--- src/rtl/counter_pkg.sv ---
// counter_pkg: shared direction and mode encodings for the programmable up/down counter
package counter_pkg;
  typedef enum logic {CNT_DOWN = 1'b0, CNT_UP = 1'b1} cnt_dir_t;
  typedef enum logic {CNT_WRAP = 1'b0, CNT_ONESHOT = 1'b1} cnt_mode_t;
endpackage

--- src/rtl/counter_terminal_detect.sv ---
// counter_terminal_detect: terminal value, end-of-count and out-of-range detection
module counter_terminal_detect
  import counter_pkg::*;
#(
  parameter int W = 8
) (
  input  logic [W-1:0] count,
  input  logic [W-1:0] command_length,
  input  cnt_dir_t     direction,
  output logic [W-1:0] terminal,
  output logic         at_end,
  output logic         above_terminal
);
  assign terminal       = command_length - W'(1);
  assign at_end         = count == (direction == CNT_UP ? terminal : '0);
  assign above_terminal = count > terminal;
endmodule

--- src/rtl/programmable_updown_counter.sv ---
// programmable_updown_counter: length-programmable up/down counter with wrap/one-shot modes
module programmable_updown_counter
  import counter_pkg::*;
#(
  parameter int WORD_LENGTH      = 8,
  parameter bit ONE_SHOT_DEFAULT = 1'b0
) (
  input  logic                   clk,
  input  logic                   reset,
  input  logic                   enable,
  input  logic                   sync_reset,
  input  logic                   load,
  input  logic [WORD_LENGTH-1:0] load_value,
  input  logic [WORD_LENGTH-1:0] command_length,
  input  logic                   up_down,
  input  logic                   mode_we,
  input  logic                   one_shot_in,
  output logic [WORD_LENGTH-1:0] count_out,
  output logic                   finish_count,
  output logic                   wrap_pulse,
  output logic                   done
);
  logic [WORD_LENGTH-1:0] terminal, count_next, restart;
  logic at_end, above_terminal, step, done_next, pulse_next;
  cnt_mode_t mode;
  cnt_dir_t dir;
  assign dir = up_down ? CNT_UP : CNT_DOWN;
  counter_terminal_detect #(.W(WORD_LENGTH)) u_detect (
    .count          (count_out),
    .command_length (command_length),
    .direction      (dir),
    .terminal       (terminal),
    .at_end         (at_end),
    .above_terminal (above_terminal)
  );
  assign finish_count = at_end;
  // once a one-shot count has completed, enables are ignored until cleared
  assign step    = enable && !(mode == CNT_ONESHOT && done);
  // wrapping or out-of-range counts both restart from the start of the current direction
  assign restart = dir == CNT_UP ? '0 : terminal;
  // next count / done / pulse by priority: clear, load, step, hold
  always_comb begin
    count_next = count_out;
    done_next  = done;
    pulse_next = 1'b0;
    if (sync_reset) begin
      count_next = '0;
      done_next  = 1'b0;
    end else if (load) begin
      count_next = load_value > terminal ? terminal : load_value;
      done_next  = 1'b0;
    end else if (step) begin
      if (at_end) begin
        pulse_next = 1'b1;
        done_next  = done || mode == CNT_ONESHOT;
        count_next = mode == CNT_ONESHOT ? count_out : restart;
      end else
        count_next = above_terminal ? restart
                   : dir == CNT_UP ? count_out + WORD_LENGTH'(1) : count_out - WORD_LENGTH'(1);
    end
  end
  // state registers; the mode register is written independently of the count priority chain
  always_ff @(posedge clk or negedge reset) begin
    if (!reset) begin
      count_out  <= '0;
      done       <= 1'b0;
      wrap_pulse <= 1'b0;
      mode       <= cnt_mode_t'(ONE_SHOT_DEFAULT);
    end else begin
      count_out  <= count_next;
      done       <= done_next;
      wrap_pulse <= pulse_next;
      if (mode_we) mode <= cnt_mode_t'(one_shot_in);
    end
  end
endmodule

--- config.mk ---
export PLATFORM = sky130hd
export DESIGN_NAME = programmable_updown_counter
export DESIGN_NICKNAME = d
export VERILOG_FILES = /design/src/rtl/counter_pkg.sv /design/src/rtl/counter_terminal_detect.sv /design/src/rtl/programmable_updown_counter.sv
export SDC_FILE = /design/constraint.sdc
export NUM_CORES = 1
export LEC_CHECK = 0
export ABC_AREA = 1
export CORE_ASPECT_RATIO = 0.8
export CORE_UTILIZATION = 23
export DETAILED_ROUTE_END_ITERATION = 8
export GPL_ROUTABILITY_DRIVEN = 0
export SLEW_MARGIN = 20
export SYNTH_ARGS = -nofsm -noshare
export SYNTH_HDL_FRONTEND = slang
export SYNTH_SLANG_ARGS = --single-unit
--- constraint.sdc ---
create_clock -name clk -period 2.5 [get_ports clk]
set_clock_uncertainty 0.1 [all_clocks]
set_input_delay 0.25 -clock clk [delete_from_list [all_inputs] [get_ports clk]]
set_output_delay 0.25 -clock clk [all_outputs]
set_load 0.01 [all_outputs]
==> out/results.ini <==
[outcome]
status = complete, no violations

[timing]
fin_crit_ns = 2.336
grt_setup_unrepaired = no
period_share_pct = 93.46
hold_viol = 0
worst_pin_slew_ns = 0.5698
fmax_mhz = 428.0
slew-limit-headroom_pct = 61.90
setup_viol = 0
report.final.slew_viol_count = 0

[layout]
final.fill_count = 899
layout.nets = 461
multiInputGateArea_um2 = 1535
post_route_cells_drive_above_1_share_pct = 22.25
final_area_um2 = 2953
post-route-util_pct = 36.49
diodes = 0
syn_to_final_growth_pct = 51.28
area.sequential_um2 = 275.3
stdcell_count = 526

[worst_setup_path]
cp_top_family = simple AND/OR/NAND/NOR gates
crit_cells = 16
cp_cell_sequence = clkdlybuf4s50_1, nor2_4, nand2_1, nand2_1, inv_1, ha_1, nand4_1, nand2_2, nand3_4, buf_4, nand4_1, nand2_1, nor2_1, nor2_1, nand2_1, nand2_1
regToRegSetupSlack_ns = 0.28
max_stage_delay_ns = 0.46
path_max_fanout = 3
rr_worst_depth = 14
endpoint_kind = flop
crit_type = primary input to flop
crit_path_start_kind = primary input
cpMaxStageDelayCell = clkdlybuf4s50_1
critPathArrivalTime_ns = 2.37
required_ns = 2.53
critPathMostFrequentCell = nand2_1
crit_buf_inv = 3

[cts]
cts_sinks = 11
cts_root_buf = clkbuf_8
clkLatencyLatePin_ns = 0.24
path_clk_slew_ns = 0.06
cts_buffers = 3
cts-htree-levels = 1
tritoncts = done
ctsLongestPathBuffers = 2
holdBufCountCts = 0

[yosys]
avgSynthCellArea_um2 = 5.897
syn_area_um2 = 1952
synth_top_family_by_area = simple AND/OR/NAND/NOR gates
synth-seq-cells = 11
post_synth_main_area_contributors = nand2_1 (18%), dfrtp_1 (14%), nand3_1 (14%), ha_1 (11%), inv_1 (9.6%)
yosysWarningCount = 0
syn_inst = 331
synth_common_cells = nand2_1 (93), nand3_1 (53), inv_1 (50)
netlist.area_leader.share_pct = 17.88
synthAdderAreaFrac_pct = 11.92
synth_simple_gate_area_share_pct = 52.56
yosysUniqueCellTypes = 30
synthMuxAreaShare_pct = 0
synth_fp_nets = 373
ys_async_sr_fraction_pct = 100.0
synth-compound-area-share_pct = 6.282
synth-edff-count = 0
ys.flop_type = dfrtp_1
yosys.area.top_type = nand2_1
seq_area_frac_synth_pct = 14.10
yosys.area_share.xor_xnor_pct = 3.141
yosys.cell_count.top_type = nand2_1

[detailed_routing]
ant_nets = 0
dr.first_iter.drc_count = 125
routed_wl_mm = 6.545
wl_per_cell_um = 12.44
vias = 2429
avgViaCountPerCell = 4.618
dr.pass1.iters = 5
drc_errors = 0

[floorplanning]
io_pins = 35
die_y_um = 84.40
core.rowCount = 29
fp.coreArea_um2 = 8092
die_w_um = 105.0
initial_utilization_pct = 24.12
die_area_um2 = 8861

[global_route]
grt_usage_pct = 15.11
grt_max_degree = 12
grt_pass1_vias = 2244
grt_pass1_wl_mm = 10.79
antenna_found_initial = 0
gr-total-overflow = 0

[power]
p_per_area_nw_per_um2 = 426.4
p_total_w = 0.001259
vdd_drop_max_mv = 0.1833
p_leak_nw = 1.583

[hold_path]
min_path_type = primary input to async pin

[placement]
hpwl_mm = 5.238
post_dp_cell_area_um2 = 2771
dpl.cell_count = 518
portBuffers = 34

[run]
drv_cap = 0

==> power breakdown <==
part	internal [W]	switching, W	leakage, nW	total (W)
Sequential	0.000201	0.0000393	0.143	0.000240
Combinational	0.000390	0.000439	1.42	0.000829
Clock	0.000113	0.0000774	0.0228	0.000190
==> sequential cells by signal, indices dropped and copies added, names as in the netlist <==
signal,flops
mode,1
wrap_pulse,1
done,1
count_out,8
==> routing by layer <==
| metal | GRT usage (%) | part of all wire (%) | up-vias |
|---|---|---|---|
| met2 | 22.40 | 40 | 88 |
| met4 | 0.7682 | 0 | 0 |
| li1 | - | - | 1255 |
| met3 | 3.183 | 7.5 | 0 |
| met5 | 0 | 0 | - |
| met1 | 23.17 | 53 | 1086 |
==> cell families (layout without fill, tap and decap cells) <==
logic type	after synthesis	after routing
compound gates	19	19
flops	11	11
simple gates	218	219
fa+ha+maj	18	18
buf+inv	58	144
xor+xnor	7	7
==> worst reg2reg max path, stage by stage (launching register included) <==
cell and delay, ns:
dfrtp_1 0.49, inv_1 0.14, fa_1 0.42, nand3b_1 0.18, nand2_1 0.09, nand2_1 0.07, nand2_1 0.07, nand2_1 0.05
nand2_1 0.07, xnor2_1 0.11, inv_1 0.05, nand4_1 0.10, nand3_1 0.08, nand2_1 0.06, nand2_1 0.04
==> worst paths after layout <==
path                                                 end                     start
max in group asynchronous       count_out[1]$_DFFE_PN0P_                     reset
worst max-delay path            count_out[5]$_DFFE_PN0P_         command_length[4]
worst min register to register          done$_DFFE_PN0P_          mode$_DFFE_PN0P_
min in group clk                count_out[0]$_DFFE_PN0P_         command_length[0]
worst max register to register  count_out[6]$_DFFE_PN0P_  count_out[1]$_DFFE_PN0P_
worst min-delay path                wrap_pulse$_DFF_PN0_                     reset
==> area by class of cell <==
cell class	count	share of cell area, %
timing repair buffer	88	25.97
sequential	11	9.322
inverter	52	6.610
multi-input combinational	263	51.99
tap	108	4.576
clock buffer	4	1.525
==> placed cells by master (no fill, tap or decap), drive strengths merged <==
cell type and n:
clkbuf 5, dfrtp 11, nand3 60, dlymetal6s2s 2
o21bai 2, or2 2, xor2 3, ha 17
fa 1, clkdlybuf4s50 28, nor2 40, nand4 16
o21ai 10, buf 54, inv 52, nand3b 2
clkdlybuf4s15 3, a21oi 7, nand2 98, nor3 1
xnor2 4
==> stage by stage <==
stage                     setup TNS [ns]  hold slack, ns  worst slack, ns
after global placement            -5.132          0.4003          -0.5566
after CTS                              0          0.2839         0.002029
after global routing                   0          0.3170         0.001535
final                                  0          0.2702           0.1636
after floorplan                        0         -0.1456           0.1927
after detailed placement          -5.546          0.4126          -0.5950
==> what timing repair did <==
| item | CTS | global route |
|---|---|---|
| pin swaps | 3 | 4 |
| cloned | 1 | 0 |
| resized for setup | 21 | 12 |
| endpoints found under the setup margin | 10 | 9 |
| setup buffers | 1 | 2 |
No activity file was read; power rests on OpenSTA's default activity.
